### src/rtl/mul_wide_seq.sv
// mul_wide_seq: sequential WIDTH x WIDTH -> 2*WIDTH multiplier.
// One 16x16 unsigned limb multiplier is reused across all N*N limb pairs.
// The operands are converted to magnitudes at accept, and the sign is applied at the end.
// Optional feature: define MUL_WIDE_SEQ_ZERO_SKIP_EN to send a zero operand
// straight to FIX, which gives a two-cycle result of 0.
module mul_wide_seq #(
  parameter int WIDTH = 32
) (
  input  logic                 clock,
  input  logic                 reset,
  input  logic                 in_valid,
  output logic                 in_ready,
  input  logic [WIDTH-1:0]     a,
  input  logic [WIDTH-1:0]     b,
  input  logic                 a_signed,
  input  logic                 b_signed,
  output logic                 out_valid,
  input  logic                 out_ready,
  output logic [2*WIDTH-1:0]   dout
);

  localparam int N  = WIDTH / 16;
  localparam int IW = (N > 1) ? $clog2(N) : 1;
  localparam logic [IW-1:0] LAST = IW'(N - 1);

  typedef enum logic [1:0] {IDLE, MUL, FIX, DONE} state_e;

  state_e               state_q, state_d;
  logic [WIDTH-1:0]     ma_q, ma_d, mb_q, mb_d;
  logic                 neg_q, neg_d;
  logic [2*WIDTH-1:0]   acc_q, acc_d;
  logic [IW-1:0]        i_q, i_d, j_q, j_d;
  logic [2*WIDTH-1:0]   dout_q, dout_d;
  logic                 out_valid_q, out_valid_d;

  logic                 a_neg, b_neg;
  logic [15:0]          limb_a, limb_b;
  logic [31:0]          prod;
  logic [IW:0]          ij_sum;
  logic [2*WIDTH-1:0]   prod_sh;

  assign a_neg = a_signed & a[WIDTH-1];
  assign b_neg = b_signed & b[WIDTH-1];

  // Limb product for the current (i, j) pair, aligned to 16*(i+j).
  always_comb begin
    limb_a  = ma_q[{i_q, 4'b0000} +: 16];
    limb_b  = mb_q[{j_q, 4'b0000} +: 16];
    prod    = limb_a * limb_b;
    ij_sum  = {1'b0, i_q} + {1'b0, j_q};
    prod_sh = (2*WIDTH)'(prod) << {ij_sum, 4'b0000};
  end

  // Next-state and datapath updates.
  always_comb begin
    state_d     = state_q;
    ma_d        = ma_q;
    mb_d        = mb_q;
    neg_d       = neg_q;
    acc_d       = acc_q;
    i_d         = i_q;
    j_d         = j_q;
    dout_d      = dout_q;
    out_valid_d = out_valid_q;
    case (state_q)
      IDLE: begin
        if (in_valid) begin
          // The most negative value negates to itself, so its unsigned magnitude is already correct.
          ma_d    = a_neg ? (~a + WIDTH'(1)) : a;
          mb_d    = b_neg ? (~b + WIDTH'(1)) : b;
          neg_d   = a_neg ^ b_neg;
          acc_d   = '0;
          i_d     = '0;
          j_d     = '0;
          state_d = MUL;
`ifdef MUL_WIDE_SEQ_ZERO_SKIP_EN
          if (ma_d == '0 || mb_d == '0) begin
            neg_d   = 1'b0;
            state_d = FIX;
          end
`endif
        end
      end
      MUL: begin
        acc_d = acc_q + prod_sh;
        if (j_q == LAST) begin
          j_d = '0;
          if (i_q == LAST) begin
            i_d     = '0;
            state_d = FIX;
          end else begin
            i_d = i_q + IW'(1);
          end
        end else begin
          j_d = j_q + IW'(1);
        end
      end
      FIX: begin
        dout_d      = neg_q ? (~acc_q + (2*WIDTH)'(1)) : acc_q;
        out_valid_d = 1'b1;
        state_d     = DONE;
      end
      DONE: begin
        if (out_ready) begin
          out_valid_d = 1'b0;
          state_d     = IDLE;
        end
      end
      default: state_d = IDLE;
    endcase
  end

  // State and datapath registers. Reset drops any in-flight transaction.
  always_ff @(posedge clock or posedge reset) begin
    if (reset) begin
      state_q     <= IDLE;
      ma_q        <= '0;
      mb_q        <= '0;
      neg_q       <= 1'b0;
      acc_q       <= '0;
      i_q         <= '0;
      j_q         <= '0;
      dout_q      <= '0;
      out_valid_q <= 1'b0;
    end else begin
      state_q     <= state_d;
      ma_q        <= ma_d;
      mb_q        <= mb_d;
      neg_q       <= neg_d;
      acc_q       <= acc_d;
      i_q         <= i_d;
      j_q         <= j_d;
      dout_q      <= dout_d;
      out_valid_q <= out_valid_d;
    end
  end

  assign in_ready  = (state_q == IDLE);
  assign out_valid = out_valid_q;
  assign dout      = dout_q;

endmodule

### config.mk
export PLATFORM = sky130hd
export DESIGN_NAME = mul_wide_seq
export DESIGN_NICKNAME = d
export VERILOG_FILES = /design/src/rtl/mul_wide_seq.sv
export SDC_FILE = /design/constraint.sdc
export NUM_CORES = 1
export LEC_CHECK = 0
export CAP_MARGIN = 20
export CORE_AREA = 10 10 313 164
export DETAILED_ROUTE_END_ITERATION = 12
export DIE_AREA = 0 0 323 174
export PLACE_DENSITY = 0.68
export SLEW_MARGIN = 20
export SYNTH_ARGS = -nofsm -noshare
export SYNTH_HDL_FRONTEND = slang
export SYNTH_SLANG_ARGS = --single-unit
### constraint.sdc
create_clock -name clock -period 18 [get_ports clock]
set_input_delay 3.6 -clock clock [delete_from_list [all_inputs] [get_ports clock]]
set_output_delay 3.6 -clock clock [all_outputs]
set_load 0.05 [all_outputs]
==> results_dict.tcl <==
set metrics [dict create \
    crit_required_ns 18.38 \
    nets 3221 \
    max-cap-violations 0 \
    rsz0062_at_grt "no" \
    seq_area_frac_synth_pct 21.83 \
    status "finished clean" \
    initial_core_util_pct 49.24 \
    synth-edff-count 0 \
    synth.avg_cell_area_sq_um 8.383 \
    ctsHoldBuffers 0 \
    cts_tree "built" \
    final_common_cell "nand2_1" \
    layout_common_cells "nand2_1 (365), inv_1 (270), nor2_1 (266)" \
    grt_pass1_vias 19433 \
    wire_per_inst_um 22.77 \
    met2_usage_pct 32.53 \
    die_height_um 174 \
    cts-root-buf "clkbuf_16" \
    worst_pin_slew_ns 1.147 \
    worst_ep_arrival_time_ns 11.83 \
    cts-resized-gates 0 \
    fmax_ghz 0.08732 \
    gr-total-overflow 0 \
    grt_usage_pct 27.28 \
    drive_gt1_share_pct 5.225 \
    via_per_inst 6.001 \
    clkLatencyLatePin_ns 0.50 \
    gp_congestion 0.9993 \
    startpoint_type "flip-flop" \
    die_x_um 323 \
    antenna_left 0 \
    core-area_sq_mm 0.04610 \
    grt_pass1_wl_um 118300 \
    worstHoldPathType "flip-flop to flip-flop" \
    setup_viol 0 \
    criticalPathCategory "flip-flop to flip-flop" \
    grt-busiest-layer "met1" \
    place_hpwl_um 62590 \
    cts_sinks 198 \
    dr.pass1.iters 5 \
    synth-main-ff-cell "dfrtp_1" \
    dr.first_iter.drc_count 2244 \
    cts_buffers 17 \
    die_area_sq_mm 0.05620 \
    skew_ns 0.02378 \
    fin_tns_setup_ns 0 \
    grt_max_degree 124 \
    port_buffers 135 \
    yosys_warnings 0 \
    use_met3_pct 12.21 \
    area_growth_syn_to_layout_pct 11.67 \
    finalCritPeriodShare_pct 63.62 \
    hold_viol 0 \
    end_kind "flip-flop" \
    synth_area_sq_mm 0.02270 \
    cp_num_buf_inv 5 \
    period_needed_ns 11.45 \
    antenna_found_initial 4 \
    num_rows 56 \
    synth_cell_types 78 \
    cts_setup_buffers 0 \
    max_stage_delay_ns 0.98 \
    design_area_sq_mm 0.02535 \
    met1_usage_pct 43.40 \
    synth_nets 3148 \
    critPathSlowestCell "mux2i_1" \
    async_reset_ff_share_pct 100.0 \
    drc 0 \
    vias 20435 \
    cts.path.max_buffers 2 \
    post_dp_cell_area_sq_mm 0.02468 \
    drv_slew 0 \
    clkSlewWorstSetupHoldPaths_ns 0.09 \
    postLayoutCoreUtil_pct 54.98 \
    cpMostUsedCell "fa_1" \
    drt_wl_total_um 77530 \
    cp_top_family "adder cells" \
    htree_levels 4 \
    synthCells 2708 \
    boundaryPins 136 \
    cp_max_fo 28 \
    ys_ff_latch 198 \
    slew_headroom_pct 21.37 \
]
[cell usage after synthesis (14+ instances only)]
cell type / n / area share [%]
a21o_1: 49 / 1.6
a21oi_1: 168 / 3.7
a31oi_1: 16 / 0.44
and2_1: 24 / 0.66
and3_1: 15 / 0.41
clkbuf_1: 107 / 1.8
dfrtp_1: 198 / 22
fa_1: 195 / 17
ha_1: 175 / 9.6
inv_1: 271 / 4.5
mux2_2: 41 / 2.0
mux2i_1: 40 / 1.8
nand2_1: 366 / 6.1
nand2b_1: 20 / 0.55
nand3_1: 31 / 0.68
nand4_1: 14 / 0.39
nor2_1: 266 / 4.4
nor2b_1: 23 / 0.63
nor3_1: 26 / 0.57
nor4_1: 16 / 0.44
o211ai_1: 14 / 0.46
o21ai_0: 201 / 4.4
o22ai_1: 19 / 0.52
o31ai_1: 27 / 0.89
o41ai_1: 15 / 0.58
xnor2_1: 95 / 3.7
xor2_1: 109 / 4.2
[state kept, by name, indices dropped and copies added, names as in the netlist]
signal / count
i_q: 1
mb_q: 32
acc_q: 64
state_q: 2
j_q: 1
neg_q: 1
out_valid: 1
dout: 64
ma_q: 32
[area by class of cell]
cell class,count,area (sq um)
fill,4243,20750
multi-input combinational,2123,16330
sequential,198,4956
timing repair buffer,170,1627
inverter,271,1025
tap,609,762.0
clock buffer,17,425.4
clock inverter,15,221.5
antenna,2,5.005
[metal layers]
layer	vias to the layer above	share of wire [%]	routed length [um]
met4	8	0.94	728
met3	72	14	10790
li1	9277	-	-
met2	1032	35	27390
met5	-	0.14	111
met1	10046	50	38510
[final timing paths]
kind	from	end	slack, ns	cells past startpoint
max in group asynchronous	reset	dout[12]$_DFFE_PP0P_	13.01	3
worst max register to register	j_q$_DFFE_PP0P_	acc_q[41]$_DFFE_PP0P_	6.55	32
worst min register to register	mb_q[5]$_DFFE_PP0P_	mb_q[5]$_DFFE_PP0P_	0.49	2
min in group asynchronous	reset	dout[63]$_DFFE_PP0P_	3.56	2
worst max-delay path	j_q$_DFFE_PP0P_	acc_q[41]$_DFFE_PP0P_	6.55	32
worst min-delay path	mb_q[5]$_DFFE_PP0P_	mb_q[5]$_DFFE_PP0P_	0.49	2
[worst min-delay path, stage by stage (launching register included)]
cell     delay, ns
dfrtp_1       0.35
nand2_1       0.06
nand2_1       0.05
[per-stage QoR]
step | std cells | setup slack [ns] | hold WS [ns]
3_3_place_gp | 3370 | 7.063 | 0.4680
4_1_cts | 3402 | 6.827 | 0.4902
5_1_grt | 3403 | 5.978 | 0.5333
3_5_place_dp | 3370 | 6.880 | 0.4712
2_1_floorplan | 2708 | 8.128 | 0.4380
6_report | 3405 | 6.548 | 0.4880
[cells by family after synthesis]
kind of cell               count (synthesis)  synth area share (%)
and+or+nand+nor                          866                 17.02
adders and majority gates                370                 26.84
AOI/OAI and AO/OA                        601                 16.14
muxes                                     82                 3.864
DFF                                      198                 21.83
xor gates and xnor gates                 204                 7.871
buffers and inverters                    387                 6.432
Power is left out: the tool's default activity adds up to more than one toggle a clock period on the data nets, which glitch-free logic cannot reach.
